$ cat src/rtl/hms_time_counter_pkg.sv
// Shared defaults and elaboration helpers for the hours:minutes:seconds counter.
package hms_time_counter_pkg;

  // Default clock is 50 MHz, so one counted second every 50M cycles.
  localparam int DEF_TICK_DIV = 50_000_000;
  localparam int DEF_SEC_MOD  = 60;
  localparam int DEF_MIN_MOD  = 60;
  localparam int DEF_HR_MOD   = 24;
  localparam int DEF_W        = 8;

  // Field order inside the carry chain: seconds feed minutes feed hours.
  localparam int NUM_FIELDS = 3;
  localparam int FIELD_SEC  = 0;
  localparam int FIELD_MIN  = 1;
  localparam int FIELD_HR   = 2;

  // Prescaler width; a divide-by-one prescaler still needs a 1-bit register.
  function automatic int pre_width(input int div);
    return (div > 1) ? $clog2(div) : 1;
  endfunction

  // Modulus of the field at position idx in the carry chain.
  function automatic int field_mod(input int idx, input int sec_mod,
                                   input int min_mod, input int hr_mod);
    int result;
    case (idx)
      FIELD_SEC: result = sec_mod;
      FIELD_MIN: result = min_mod;
      default:   result = hr_mod;
    endcase
    return result;
  endfunction

endpackage

$ cat src/rtl/hms_time_counter_mod_counter.sv
// Single modulo-MOD up/down field with synchronous load and a combinational
// wrap output used as the enable of the next field in the chain.
module mod_counter
  import hms_time_counter_pkg::*;
#(
  parameter int MOD = DEF_SEC_MOD,
  parameter int W   = DEF_W
) (
  input  logic         clk,
  input  logic         rst,
  input  logic         en,
  input  logic         down,
  input  logic         load,
  input  logic [W-1:0] ld_val,
  output logic [W-1:0] cnt,
  output logic         wrap
);

  // The modulus may equal 2**W, so the range check is done one bit wider.
  localparam logic [W-1:0] TOP_VAL = W'(MOD - 1);
  localparam logic [W:0]   MOD_VAL = (W+1)'(MOD);

  logic [W-1:0] cnt_reg;
  logic [W-1:0] cnt_next;
  logic         at_terminal;
  logic         ld_ok;

  // Terminal count depends on direction: top value going up, zero going down.
  assign at_terminal = down ? (cnt_reg == '0) : (cnt_reg == TOP_VAL);
  assign wrap        = en & at_terminal;
  assign ld_ok       = ({1'b0, ld_val} < MOD_VAL);
  assign cnt         = cnt_reg;

  // Next value: load wins, otherwise step (with wraparound) when enabled.
  always_comb begin
    cnt_next = cnt_reg;
    if (load) begin
      cnt_next = ld_ok ? ld_val : '0;
    end else if (en) begin
      if (at_terminal) begin
        cnt_next = down ? TOP_VAL : '0;
      end else begin
        cnt_next = down ? (cnt_reg - W'(1)) : (cnt_reg + W'(1));
      end
    end
  end

  // Field register with synchronous reset.
  always_ff @(posedge clk) begin
    if (rst) begin
      cnt_reg <= '0;
    end else begin
      cnt_reg <= cnt_next;
    end
  end

endmodule

$ cat src/rtl/hms_time_counter.sv
// Time-of-day counter: tick prescaler, three chained modulo fields
// (sec -> min -> hr), run/pause, up/down, synchronous load and event pulses.
module hms_time_counter
  import hms_time_counter_pkg::*;
#(
  parameter int TICK_DIV = DEF_TICK_DIV,
  parameter int SEC_MOD  = DEF_SEC_MOD,
  parameter int MIN_MOD  = DEF_MIN_MOD,
  parameter int HR_MOD   = DEF_HR_MOD,
  parameter int W        = DEF_W
) (
  input  logic         clk,
  input  logic         rst,
  input  logic         run,
  input  logic         down,
  input  logic         load,
  input  logic [W-1:0] ld_sec,
  input  logic [W-1:0] ld_min,
  input  logic [W-1:0] ld_hr,
  output logic [W-1:0] sec,
  output logic [W-1:0] min,
  output logic [W-1:0] hr,
  output logic         sec_pulse,
  output logic         day_wrap,
  output logic         load_err
);

  localparam int             PW      = pre_width(TICK_DIV);
  localparam logic [PW-1:0]  PRE_MAX = PW'(TICK_DIV - 1);

  logic [PW-1:0]                  pre_reg;
  logic [PW-1:0]                  pre_next;
  logic                           tick;
  logic [NUM_FIELDS:0]            carry;
  logic [NUM_FIELDS-1:0][W-1:0]   ld_vec;
  logic [NUM_FIELDS-1:0][W-1:0]   field_cnt;
  logic [NUM_FIELDS-1:0]          ld_bad;
  logic                           sec_pulse_reg;
  logic                           day_wrap_reg;
  logic                           load_err_reg;

  // A load suppresses the tick so the freshly loaded time is not stepped.
  assign tick     = run & ~load & (pre_reg == PRE_MAX);
  assign carry[0] = tick;
  assign ld_vec   = {ld_hr, ld_min, ld_sec};
  assign {hr, min, sec} = field_cnt;

  // One field per chain position; each field's wrap enables the next.
  // down is shared, so it only matters on edges where a tick is consumed.
  for (genvar gi = 0; gi < NUM_FIELDS; gi++) begin : g_field
    localparam int          FMOD     = field_mod(gi, SEC_MOD, MIN_MOD, HR_MOD);
    localparam logic [W:0]  FMOD_VAL = (W+1)'(FMOD);

    assign ld_bad[gi] = ({1'b0, ld_vec[gi]} >= FMOD_VAL);

    mod_counter #(
      .MOD (FMOD),
      .W   (W)
    ) u_cnt (
      .clk    (clk),
      .rst    (rst),
      .en     (carry[gi]),
      .down   (down),
      .load   (load),
      .ld_val (ld_vec[gi]),
      .cnt    (field_cnt[gi]),
      .wrap   (carry[gi+1])
    );
  end

  // Prescaler next value: cleared by load, frozen while paused, wraps on tick.
  always_comb begin
    pre_next = pre_reg;
    if (load) begin
      pre_next = '0;
    end else if (run) begin
      pre_next = tick ? '0 : (pre_reg + PW'(1));
    end
  end

  // Prescaler register.
  always_ff @(posedge clk) begin
    if (rst) begin
      pre_reg <= '0;
    end else begin
      pre_reg <= pre_next;
    end
  end

  // Registered single-cycle event pulses.
  always_ff @(posedge clk) begin
    if (rst) begin
      sec_pulse_reg <= 1'b0;
      day_wrap_reg  <= 1'b0;
      load_err_reg  <= 1'b0;
    end else begin
      sec_pulse_reg <= tick;
      day_wrap_reg  <= carry[NUM_FIELDS];
      load_err_reg  <= load & (|ld_bad);
    end
  end

  assign sec_pulse = sec_pulse_reg;
  assign day_wrap  = day_wrap_reg;
  assign load_err  = load_err_reg;

endmodule

$ cat config.mk
export PLATFORM = sky130hd
export DESIGN_NAME = hms_time_counter
export DESIGN_NICKNAME = d
export VERILOG_FILES = /design/src/rtl/hms_time_counter_pkg.sv /design/src/rtl/hms_time_counter_mod_counter.sv /design/src/rtl/hms_time_counter.sv
export SDC_FILE = /design/constraint.sdc
export NUM_CORES = 1
export LEC_CHECK = 0
export CAP_MARGIN = 25
export CORE_ASPECT_RATIO = 1.25
export CORE_MARGIN = 2
export CORE_UTILIZATION = 58
export CTS_BUF_LIST = sky130_fd_sc_hd__clkbuf_16
export DETAILED_ROUTE_END_ITERATION = 16
export HOLD_SLACK_MARGIN = 0.06
export PLACE_DENSITY_LB_ADDON = 0.3
export SLEW_MARGIN = 25
export SYNTH_ARGS = -nofsm -noshare
export SYNTH_HDL_FRONTEND = slang
export SYNTH_SLANG_ARGS = --single-unit
$ cat constraint.sdc
create_clock -name clk -period 5.9 [get_ports clk]
set_input_delay 1.18 -clock clk [delete_from_list [all_inputs] [get_ports clk]]
set_output_delay 1.18 -clock clk [all_outputs]
set_load 0.01 [all_outputs]
==> qor.yml, run 1 <==
outcome: "completed"
crit_end: "g_field[0].u_cnt.cnt[6]$_SDFFE_PP0P_"
reg2reg_to: "g_field[2].u_cnt.cnt[4]$_SDFFE_PP0P_"
pin_count: 56
crit_start: "down"
postRouteAntennaNets: 0
cts.sinks: 53
cts_buffers: 5
rr_worst_depth: 7
wire_per_inst_um: 16.3
drcViolationCount: 0
antenna_found_initial: 0
power.total_uw: 895
synthAdderAreaFrac: 0.0897
gp_congestion: 1.02
synth_ff_type: "dfxtp_1"
largest_reg_flops: 26
vias: 3196
synth-edff-count: 0
track_usage: 0.272
cts_setup_buffers: 0
drt_iter0_drc: 231
regToRegSetupSlack_ns: 3.44
ctsHtreeMaxLevel: 2
synth-simple-area-share: 0.277
synthMuxAreaShare: 0.00905
critical_path_arrival_ns: 4.13
slowest_delay_ns: 0.86
hold_path.class: "reg2reg"
required_ns: 6.13
layout.nets: 499
synth.yosys.seq_area_share: 0.320
core_area_um2: 5480
clkLatencyLatePin_ns: 0.29
ys_ff_latch: 53
globalRouteMet3Util: 0.0478
clk_pin_slew_ns: 0.07
utilization: 0.751
fin_crit_ns: 3.90
met2_usage: 0.505
ys_async_sr_fraction: 0
start_util: 0.606
maxCapViolations: 0
fin_ws_ns: 2.00
max_freq_mhz: 256
grt_overflow: 0
r2r-start: "g_field[0].u_cnt.cnt[5]$_SDFFE_PP0P_"
grt_use_met1: 0.304
ctsRootBufferMaster: "clkbuf_16"
crit_top_cell: "a21oi_1"
die-area_um2: 6350
hpwl_um: 6080
slew_headroom: 0.403
holdPathStages: 2
clock_path_buffers: 2
synth_compound_area_frac: 0.168
avgViaCountPerCell: 6.23
port_buffers: 55
hold_buffers: 0
yosys_warnings: 0
slowest_stage: "clkdlybuf4s50_1"
setup_viol: 0
die_width_um: 71.7
final_max_slew_viol_count: 0
fill_cells: 410
grt_pass1_wl_um: 13900
powerDensity_nw_per_um2: 217
gr-max-usage-layer: "met2"
die_h_um: 88.6
synth_area_um2: 3320
crit_type: "in2reg"
synth_top_family_by_area: "simple AND/OR/NAND/NOR gates"
startpoint_type: "input port"
grt_max_degree: 32
drive_gt1_frac: 0.0646
avgSynthCellArea_um2: 8.42
cp_cell_sequence: "clkdlybuf4s50_1, inv_1, fa_1, nor2b_1, o21ai_0, a21oi_1, o21a_1, nor3_1, nand4bb_1, a21oi_1"
rsz0062_at_grt: "no"
fin_skew_ns: 0.00786
p_leak_nw: 1.50
tns_ns: 0
num_antenna_cells: 0
crit_path_max_fanout: 14
endpoint_kind: "flop"
cts_tree: "built"
yosys.area_share.xor_xnor: 0.108
tightest_slew_ns: 0.887
hold_viol_final: 0
synthesis.nets: 445
syn_inst: 394
post-place-ws_ns: 1.78
synth.distinct_cells: 62
hp-start: "g_field[1].u_cnt.cnt[6]$_SDFFE_PP0P_"
drt_wl_total_um: 8360
dr.pass1.iters: 5
syn2layout_area_growth_pct: 23.9
rows: 30
period_share: 0.661
cts_resized: 0
ir_drop_uv: 191
first_global_vias: 3099
==> worst max-delay path, delay by kind of cell <==
kind	cells	cell delay, ns
AO/OA/AOI/OAI	4	0.70
buffers and inverters	2	1.27
adder cells (fa/ha/maj)	1	0.54
AND/OR/NAND/NOR	3	0.43
==> power by group <==
part / switching, mW / internal [mW]
registers: 0.00842 / 0.364
logic: 0.0763 / 0.0709
clock network: 0.132 / 0.242
==> worst min-delay path by stage <==
stage	end	slack, ns
floorplan	pre_reg[25]$_SDFFE_PP0P_	0.48
global placement	pre_reg[15]$_SDFFE_PP0P_	0.50
detailed placement	pre_reg[4]$_SDFFE_PP0P_	0.50
CTS	g_field[1].u_cnt.cnt[6]$_SDFFE_PP0P_	0.52
global route	g_field[1].u_cnt.cnt[4]$_SDFFE_PP0P_	0.55
finish	g_field[1].u_cnt.cnt[6]$_SDFFE_PP0P_	0.51
==> area by class of cell <==
cell class | count | area (um2) | share of cell area
clock buffer | 5 | 125 | 0.0304
clock inverter | 3 | 65.1 | 0.0158
inverter | 14 | 52.6 | 0.0128
multi-input combinational | 317 | 2160 | 0.526
sequential | 53 | 1060 | 0.258
tap | 64 | 80.1 | 0.0195
timing repair buffer | 57 | 566 | 0.137
==> layout by cell type, fill, tap and decap left out, types with 6 or more instances in the layout <==
master,netlist,layout
a21oi_1,20,20
and3_1,7,7
nor4_1,6,6
clkdlybuf4s50_1,0,55
inv_1,14,14
a211oi_1,9,9
nand2_1,23,23
xor2_1,16,16
and4_1,6,6
nor3_1,18,18
nor2_1,56,56
nand3_1,19,19
dfxtp_1,53,53
ha_1,19,19
o21ai_0,9,9
xnor2_1,25,25
==> metal layers <==
layer	wire length, um	up-vias	part of all wire
li1	-	1540	-
met1	3240	1492	0.39
met2	4280	130	0.51
met3	525	34	0.063
met4	312	0	0.037
met5	0	-	0
==> synth_stat cells, drive strengths merged, types with 4 or more instances <==
library cell,instances,area share
nor2,56,0.063
dfxtp,53,0.32
xnor2,25,0.066
nand2,24,0.029
a21oi,22,0.038
nor3,20,0.033
ha,19,0.072
nand3,19,0.029
xor2,16,0.042
inv,14,0.016
a211oi,9,0.020
o21ai,9,0.014
and3,8,0.017
and4,8,0.022
clkbuf,7,0.0079
nand4,6,0.013
nor4,6,0.011
a21o,5,0.012
a221oi,5,0.015
nor2b,5,0.0094
or3,5,0.011
a311oi,4,0.011
o21a,4,0.0090
==> kinds of logic after synthesis <==
family | count (synthesis)
DFF | 53
and+or+nand+nor | 173
xor gates and xnor gates | 41
buffers and inverters | 24
adders and majority gates | 22
AOI/OAI and AO/OA | 78
muxes | 3
==> stage by stage <==
stage | instances | area [um2] | hold slack [ns]
detailed placement | 505 | 3920 | 0.502
finish | 513 | 4110 | 0.513
CTS | 513 | 4110 | 0.516
floorplan | 394 | 3320 | 0.476
global placement | 505 | 3920 | 0.495
global route | 513 | 4110 | 0.547
Power figures use the tool's default switching activity.
==> run 2: changes to the inputs <==
--- a/config.mk
+++ b/config.mk
@@ -8,7 +8,7 @@
 export CAP_MARGIN = 25
 export CORE_ASPECT_RATIO = 1.25
 export CORE_MARGIN = 2
-export CORE_UTILIZATION = 58
+export CORE_UTILIZATION = 48
 export CTS_BUF_LIST = sky130_fd_sc_hd__clkbuf_16
 export DETAILED_ROUTE_END_ITERATION = 16
 export HOLD_SLACK_MARGIN = 0.06
==> constraint.sdc (replaced) <==
create_clock -name clk -period 3.5 [get_ports clk]
set_input_delay 0.7 -clock clk [delete_from_list [all_inputs] [get_ports clk]]
set_output_delay 0.7 -clock clk [all_outputs]
set_load 0.01 [all_outputs]
==> qor.yml, run 2 (synthesized netlist as in run 1, its figures left out) <==
outcome: "completed"
slowest_stage: "clkdlybuf4s50_1"
dpl.cell_count: 534  # +5.7%
fin_skew_ns: 0.00800  # +0.000146 ns
tns_ns: 0  # unchanged
postRouteAntennaNets: 0  # unchanged
drt_wl_total_um: 8190  # -2.1%
final_cell_mix: "nor2_1 (56), clkdlybuf4s50_1 (55), dfxtp_1 (53), xnor2_1 (25), nand2_1 (23)"
num_antenna_cells: 0  # unchanged
antenna_found_initial: 0  # unchanged
ctsHtreeMaxLevel: 2  # unchanged
final_cell_count_no_fill: 542  # +5.7%
regToRegSetupSlack_ns: 1.13  # -2.31 ns
largest_reg_flops: 26  # unchanged
period_share: 0.863
final_common_cell: "nor2_1"
final_max_slew_viol_count: 0  # unchanged
dr.pass1.iters: 5  # unchanged
combPwrFrac: 0.172  # +0.007
slowest_delay_ns: 0.71  # -0.15 ns
first_global_vias: 3050  # -1.6%
hp-start: "pre_reg[15]$_SDFFE_PP0P_"
crit_top_cell: "a21o_1"
holdPathStages: 2  # unchanged
rows: 33  # +10%
clk_pin_slew_ns: 0.07  # about the same
wire_per_inst_um: 15.1  # -7.3%
cts.sinks: 53  # unchanged
grt_overflow: 0  # unchanged
layout.nets: 505  # +1.2%
grt_max_degree: 27  # -16%
vias: 3041  # -4.8%
pin_count: 56  # unchanged
maxCapViolations: 0  # unchanged
clockPowerShare: 0.392  # -0.027
cp_cell_sequence: "clkdlybuf4s50_1, buf_4, ha_1, a21o_1, a211oi_1, o21bai_1, a21o_1, a21oi_1, xnor2_1, o31ai_1"
grt_pass1_wl_um: 13900  # unchanged
ir_drop_uv: 290  # +52%
die_h_um: 97.0  # +9.5%
start_util: 0.499  # -0.106
die-area_um2: 7600  # +20%
clkLatencyLatePin_ns: 0.29  # about the same
reg2reg_to: "g_field[1].u_cnt.cnt[1]$_SDFFE_PP0P_"
die_width_um: 78.4  # +9.4%
cts_tree: "built"
p_seq_frac: 0.436  # +0.020
drive_gt1_frac: 0.0769  # +0.0123
hold_path.class: "reg2reg"
drcViolationCount: 0  # unchanged
startpoint_type: "input port"
gp_congestion: 0.944  # -7.3%
p_int_mw: 1.07  # +59%
port_buffers: 55  # unchanged
core_area_um2: 6650  # +21%
hold_end: "pre_reg[15]$_SDFFE_PP0P_"
p_leak_nw: 1.52  # +1.1%
hold_buffers: 0  # unchanged
hold_viol_final: 0  # unchanged
clock_path_buffers: 2  # unchanged
crit_path_max_fanout: 17  # +3
crit_type: "in2reg"
slew_headroom: 0.466  # +0.0629
syn2layout_area_growth_pct: 25.6
powerDensity_nw_per_um2: 346  # +59%
rsz0062_at_grt: "no"
track_usage: 0.222  # -0.0501
fin_crit_ns: 3.02
cts_setup_buffers: 0  # unchanged
hpwl_um: 6050  # -0.42%
cts_buffers: 5  # unchanged
cts_resized: 0  # unchanged
r2r-start: "g_field[0].u_cnt.cnt[5]$_SDFFE_PP0P_"
required_ns: 3.70  # -2.43 ns
drt_iter0_drc: 133  # -42%
final_area_um2: 4170  # +1.3%
utilization: 0.627  # -0.124
place_area_um2: 4000  # +1.9%
critical_path_arrival_ns: 3.23  # -0.90 ns
tightest_slew_ns: 0.781  # -0.106 ns
endpoint_kind: "flop"
avgViaCountPerCell: 5.61  # -9.9%
p_sw_uw: 368  # +70%
ctsRootBufferMaster: "clkbuf_16"
setup_viol: 0  # unchanged
max_freq_mhz: 331
rr_worst_depth: 7  # unchanged
switching_share: 0.255  # +0.0125
==> run 2: per-layer routing <==
metal	up-vias	track usage	wire length [um]	share of wire
li1	1557	-	-	-
met1	1388	0.263	3500	0.43
met2	81	0.401	4150	0.51
met3	15	0.0466	391	0.048
met4	0	0.0621	143	0.017
met5	-	0	0	0
==> run 2: power groups by stage <==
| stage | Clock [mW] | Combinational [mW] | Sequential [mW] |
|---|---|---|---|
| finish | 0.566 | 0.248 | 0.629 |
| global route | 0.607 | 0.273 | 0.630 |
| CTS | 0.579 | 0.248 | 0.628 |
| detailed placement | 0 | 0.245 | 0.642 |
| global placement | 0 | 0.243 | 0.642 |
| floorplan | 0 | 0.146 | 0.643 |
==> run 2: worst max path at each step <==
stage | startpoint | end | slack (ns) | depth (start not counted)
6_report | down | g_field[1].u_cnt.cnt[7]$_SDFFE_PP0P_ | 0.48 | 10
5_1_grt | down | g_field[0].u_cnt.cnt[6]$_SDFFE_PP0P_ | 0.28 | 10
4_1_cts | down | g_field[1].u_cnt.cnt[7]$_SDFFE_PP0P_ | 0.49 | 10
3_5_place_dp | down | g_field[1].u_cnt.cnt[1]$_SDFFE_PP0P_ | 0.22 | 8
3_3_place_gp | down | g_field[1].u_cnt.cnt[7]$_SDFFE_PP0P_ | 0.26 | 10
2_1_floorplan | down | g_field[0].u_cnt.cnt[5]$_SDFFE_PP0P_ | 1.05 | 6
==> run 2: cell type report <==
cell class                      count  area [um2]
Sequential cell                    53        1060
Multi-Input combinational cell    317        2160
Clock inverter                      3        46.3
Inverter                           14        52.6
Clock buffer                        5         125
Timing Repair Buffer               63         611
Fill cell                         590        2480
Tap cell                           87         109
==> run 2: worst max-delay path: cells and delay by family <==
| family | cells | cell delay, ns |
|---|---|---|
| AO/OA/AOI/OAI | 6 | 1.10 |
| buffers and inverters | 2 | 1.03 |
| adder cells (fa/ha/maj) | 1 | 0.27 |
| XOR/XNOR | 1 | 0.10 |
==> run 2: per-stage QoR <==
| stage | power, mW | hold WS (ns) | worst slack (ns) |
|---|---|---|---|
| after floorplan | 0.789 | 0.476 | 1.05 |
| after global placement | 0.885 | 0.493 | 0.265 |
| after detailed placement | 0.888 | 0.501 | 0.222 |
| after CTS | 1.46 | 0.523 | 0.488 |
| after global routing | 1.51 | 0.553 | 0.284 |
| final | 1.44 | 0.517 | 0.479 |
==> run 3: changes to the inputs <==
--- a/config.mk
+++ b/config.mk
@@ -5,13 +5,13 @@
 export SDC_FILE = /design/constraint.sdc
 export NUM_CORES = 1
 export LEC_CHECK = 0
-export CAP_MARGIN = 25
 export CORE_ASPECT_RATIO = 1.25
 export CORE_MARGIN = 2
 export CORE_UTILIZATION = 48
 export CTS_BUF_LIST = sky130_fd_sc_hd__clkbuf_16
 export DETAILED_ROUTE_END_ITERATION = 16
 export HOLD_SLACK_MARGIN = 0.06
+export MAX_ROUTING_LAYER = met4
 export PLACE_DENSITY_LB_ADDON = 0.3
 export SLEW_MARGIN = 25
 export SYNTH_ARGS = -nofsm -noshare
==> qor.yml, run 3 (synthesized netlist as in run 1, its figures left out) <==
tns_ns: 0  # unchanged
pin_count: 56  # unchanged
rows: 33  # unchanged
cts_buffers: 5  # unchanged
grt_max_degree: 28  # +3.7%
period_share: 0.862  # about the same
syn2layout_area_growth_pct: 24.7
drcViolationCount: 0  # unchanged
whs_ns: 0.509  # -0.00776 ns
grt_overflow: 0  # unchanged
p_leak_nw: 1.51  # -0.69%
dpl.cell_count: 534  # unchanged
track_usage: 0.229  # +0.00687
hold_viol_final: 0  # unchanged
clock_path_buffers: 2  # unchanged
max_freq_mhz: 331  # about the same
core_area_um2: 6650  # unchanged
drive_gt1_frac: 0.0769  # unchanged
multiInputGateArea_um2: 2160  # unchanged
final_common_cell: "nor2_1"
wire_per_inst_um: 15.2  # +0.73%
crit_path_max_fanout: 17  # unchanged
utilization: 0.623  # -0.00433
final_max_slew_viol_count: 0  # unchanged
cts.sinks: 53  # unchanged
cts_tree: "built"
final_area_um2: 4140  # -0.69%
required_ns: 3.71  # about the same
hpwl_um: 6210  # +2.6%
die_h_um: 97.0  # unchanged
final-seq-area_um2: 1060  # unchanged
critical_path_arrival_ns: 3.23  # about the same
crit_type: "in2reg"
first_global_vias: 3035  # -0.49%
hp-start: "g_field[0].u_cnt.cnt[2]$_SDFFE_PP0P_"
ir_drop_uv: 212  # -27%
powerDensity_nw_per_um2: 329  # -4.8%
drt_wl_total_um: 8250  # +0.73%
drt_iter0_drc: 133  # unchanged
r2r-start: "g_field[0].u_cnt.cnt[5]$_SDFFE_PP0P_"
tightest_slew_ns: 0.757  # -0.0239 ns
cts_setup_buffers: 0  # unchanged
avgViaCountPerCell: 5.74  # +2.3%
hold_path.class: "reg2reg"
start_util: 0.499  # unchanged
maxCapViolations: 0  # unchanged
postRouteAntennaNets: 0  # unchanged
startpoint_type: "input port"
hold_buffers: 0  # unchanged
outcome: "completed"
hold_end: "g_field[0].u_cnt.cnt[2]$_SDFFE_PP0P_"
largest_reg_flops: 26  # unchanged
place_area_um2: 4000  # unchanged
clk_pin_slew_ns: 0.07  # about the same
final_cell_count_no_fill: 542  # unchanged
cts_resized: 0  # unchanged
ctsRootBufferMaster: "clkbuf_16"
clkLatencyLatePin_ns: 0.29  # about the same
fin_crit_ns: 3.02  # -0.00274 ns
gp_congestion: 0.974  # +3.2%
rsz0062_at_grt: "no"
die-area_um2: 7600  # unchanged
slew_headroom: 0.483  # +0.0163
dr.pass1.iters: 4  # -1
setup_viol: 0  # unchanged
ctsHtreeMaxLevel: 2  # unchanged
regToRegSetupSlack_ns: 1.14  # about the same
fill_cells: 586  # -0.68%
vias: 3110  # +2.3%
fin_skew_ns: 0.00756  # -0.000445 ns
holdPathStages: 2  # unchanged
rr_worst_depth: 7  # unchanged
num_antenna_cells: 0  # unchanged
reg2reg_to: "g_field[1].u_cnt.cnt[1]$_SDFFE_PP0P_"
port_buffers: 55  # unchanged
antenna_found_initial: 0  # unchanged
layout.nets: 505  # unchanged
grt_pass1_wl_um: 14000  # +1.0%
final_cell_mix: "nor2_1 (56), clkdlybuf4s50_1 (55), dfxtp_1 (53), xnor2_1 (25), nand2_1 (23)"
die_width_um: 78.4  # unchanged
endpoint_kind: "flop"
[run 3: cell types whose count changed in the layout (fill, tap and decap cells not counted)]
| cell | previous run | this run |
|---|---|---|
| bufinv_16 | 1 | 0 |
| clkinv_4 | 1 | 0 |
| clkinv_2 | 0 | 2 |
[run 3: worst max path at each step]
stage,start,end,slack [ns],cells after the start
floorplan,down,g_field[0].u_cnt.cnt[5]$_SDFFE_PP0P_,1.05,6
global placement,down,g_field[1].u_cnt.cnt[7]$_SDFFE_PP0P_,0.27,10
detailed placement,down,g_field[1].u_cnt.cnt[7]$_SDFFE_PP0P_,0.15,10
CTS,down,g_field[1].u_cnt.cnt[7]$_SDFFE_PP0P_,0.48,10
global route,down,g_field[0].u_cnt.cnt[6]$_SDFFE_PP0P_,0.29,10
finish,down,g_field[1].u_cnt.cnt[7]$_SDFFE_PP0P_,0.48,10
[run 3: routing by layer]
metal / routed length [um] / track usage / vias to the layer above
met5: 0 / - / -
met4: 105 / 0.0661 / 0
met3: 438 / 0.0401 / 10
met2: 4210 / 0.397 / 93
met1: 3500 / 0.270 / 1445
li1: - / - / 1562
[run 3: report_power, final]
part | total, mW | internal, mW | switching [mW]
clock | 0.485 | 0.263 | 0.222
combinational | 0.250 | 0.122 | 0.128
sequential | 0.628 | 0.614 | 0.0146
[run 3: through the flow]
step / setup WS [ns] / power, mW
global route: 0.293 / 1.43
floorplan: 1.05 / 0.789
finish: 0.482 / 1.36
global placement: 0.271 / 0.885
detailed placement: 0.148 / 0.891
CTS: 0.476 / 1.37
[run 3: layout make-up]
type                            instances  share of cell area
Multi-Input combinational cell        317               0.523
Sequential cell                        53               0.256
Timing Repair Buffer                   63               0.147
Clock buffer                            5              0.0302
Tap cell                               87              0.0263
Inverter                               14              0.0127
Clock inverter                          3             0.00423
[run 3: critical path, cell delays in order]
cell	delay (ns)
clkdlybuf4s50_1	0.70
buf_4	0.33
ha_1	0.27
a21o_1	0.19
a211oi_1	0.26
o21bai_1	0.15
a21o_1	0.19
a21oi_1	0.17
xnor2_1	0.10
o31ai_1	0.18
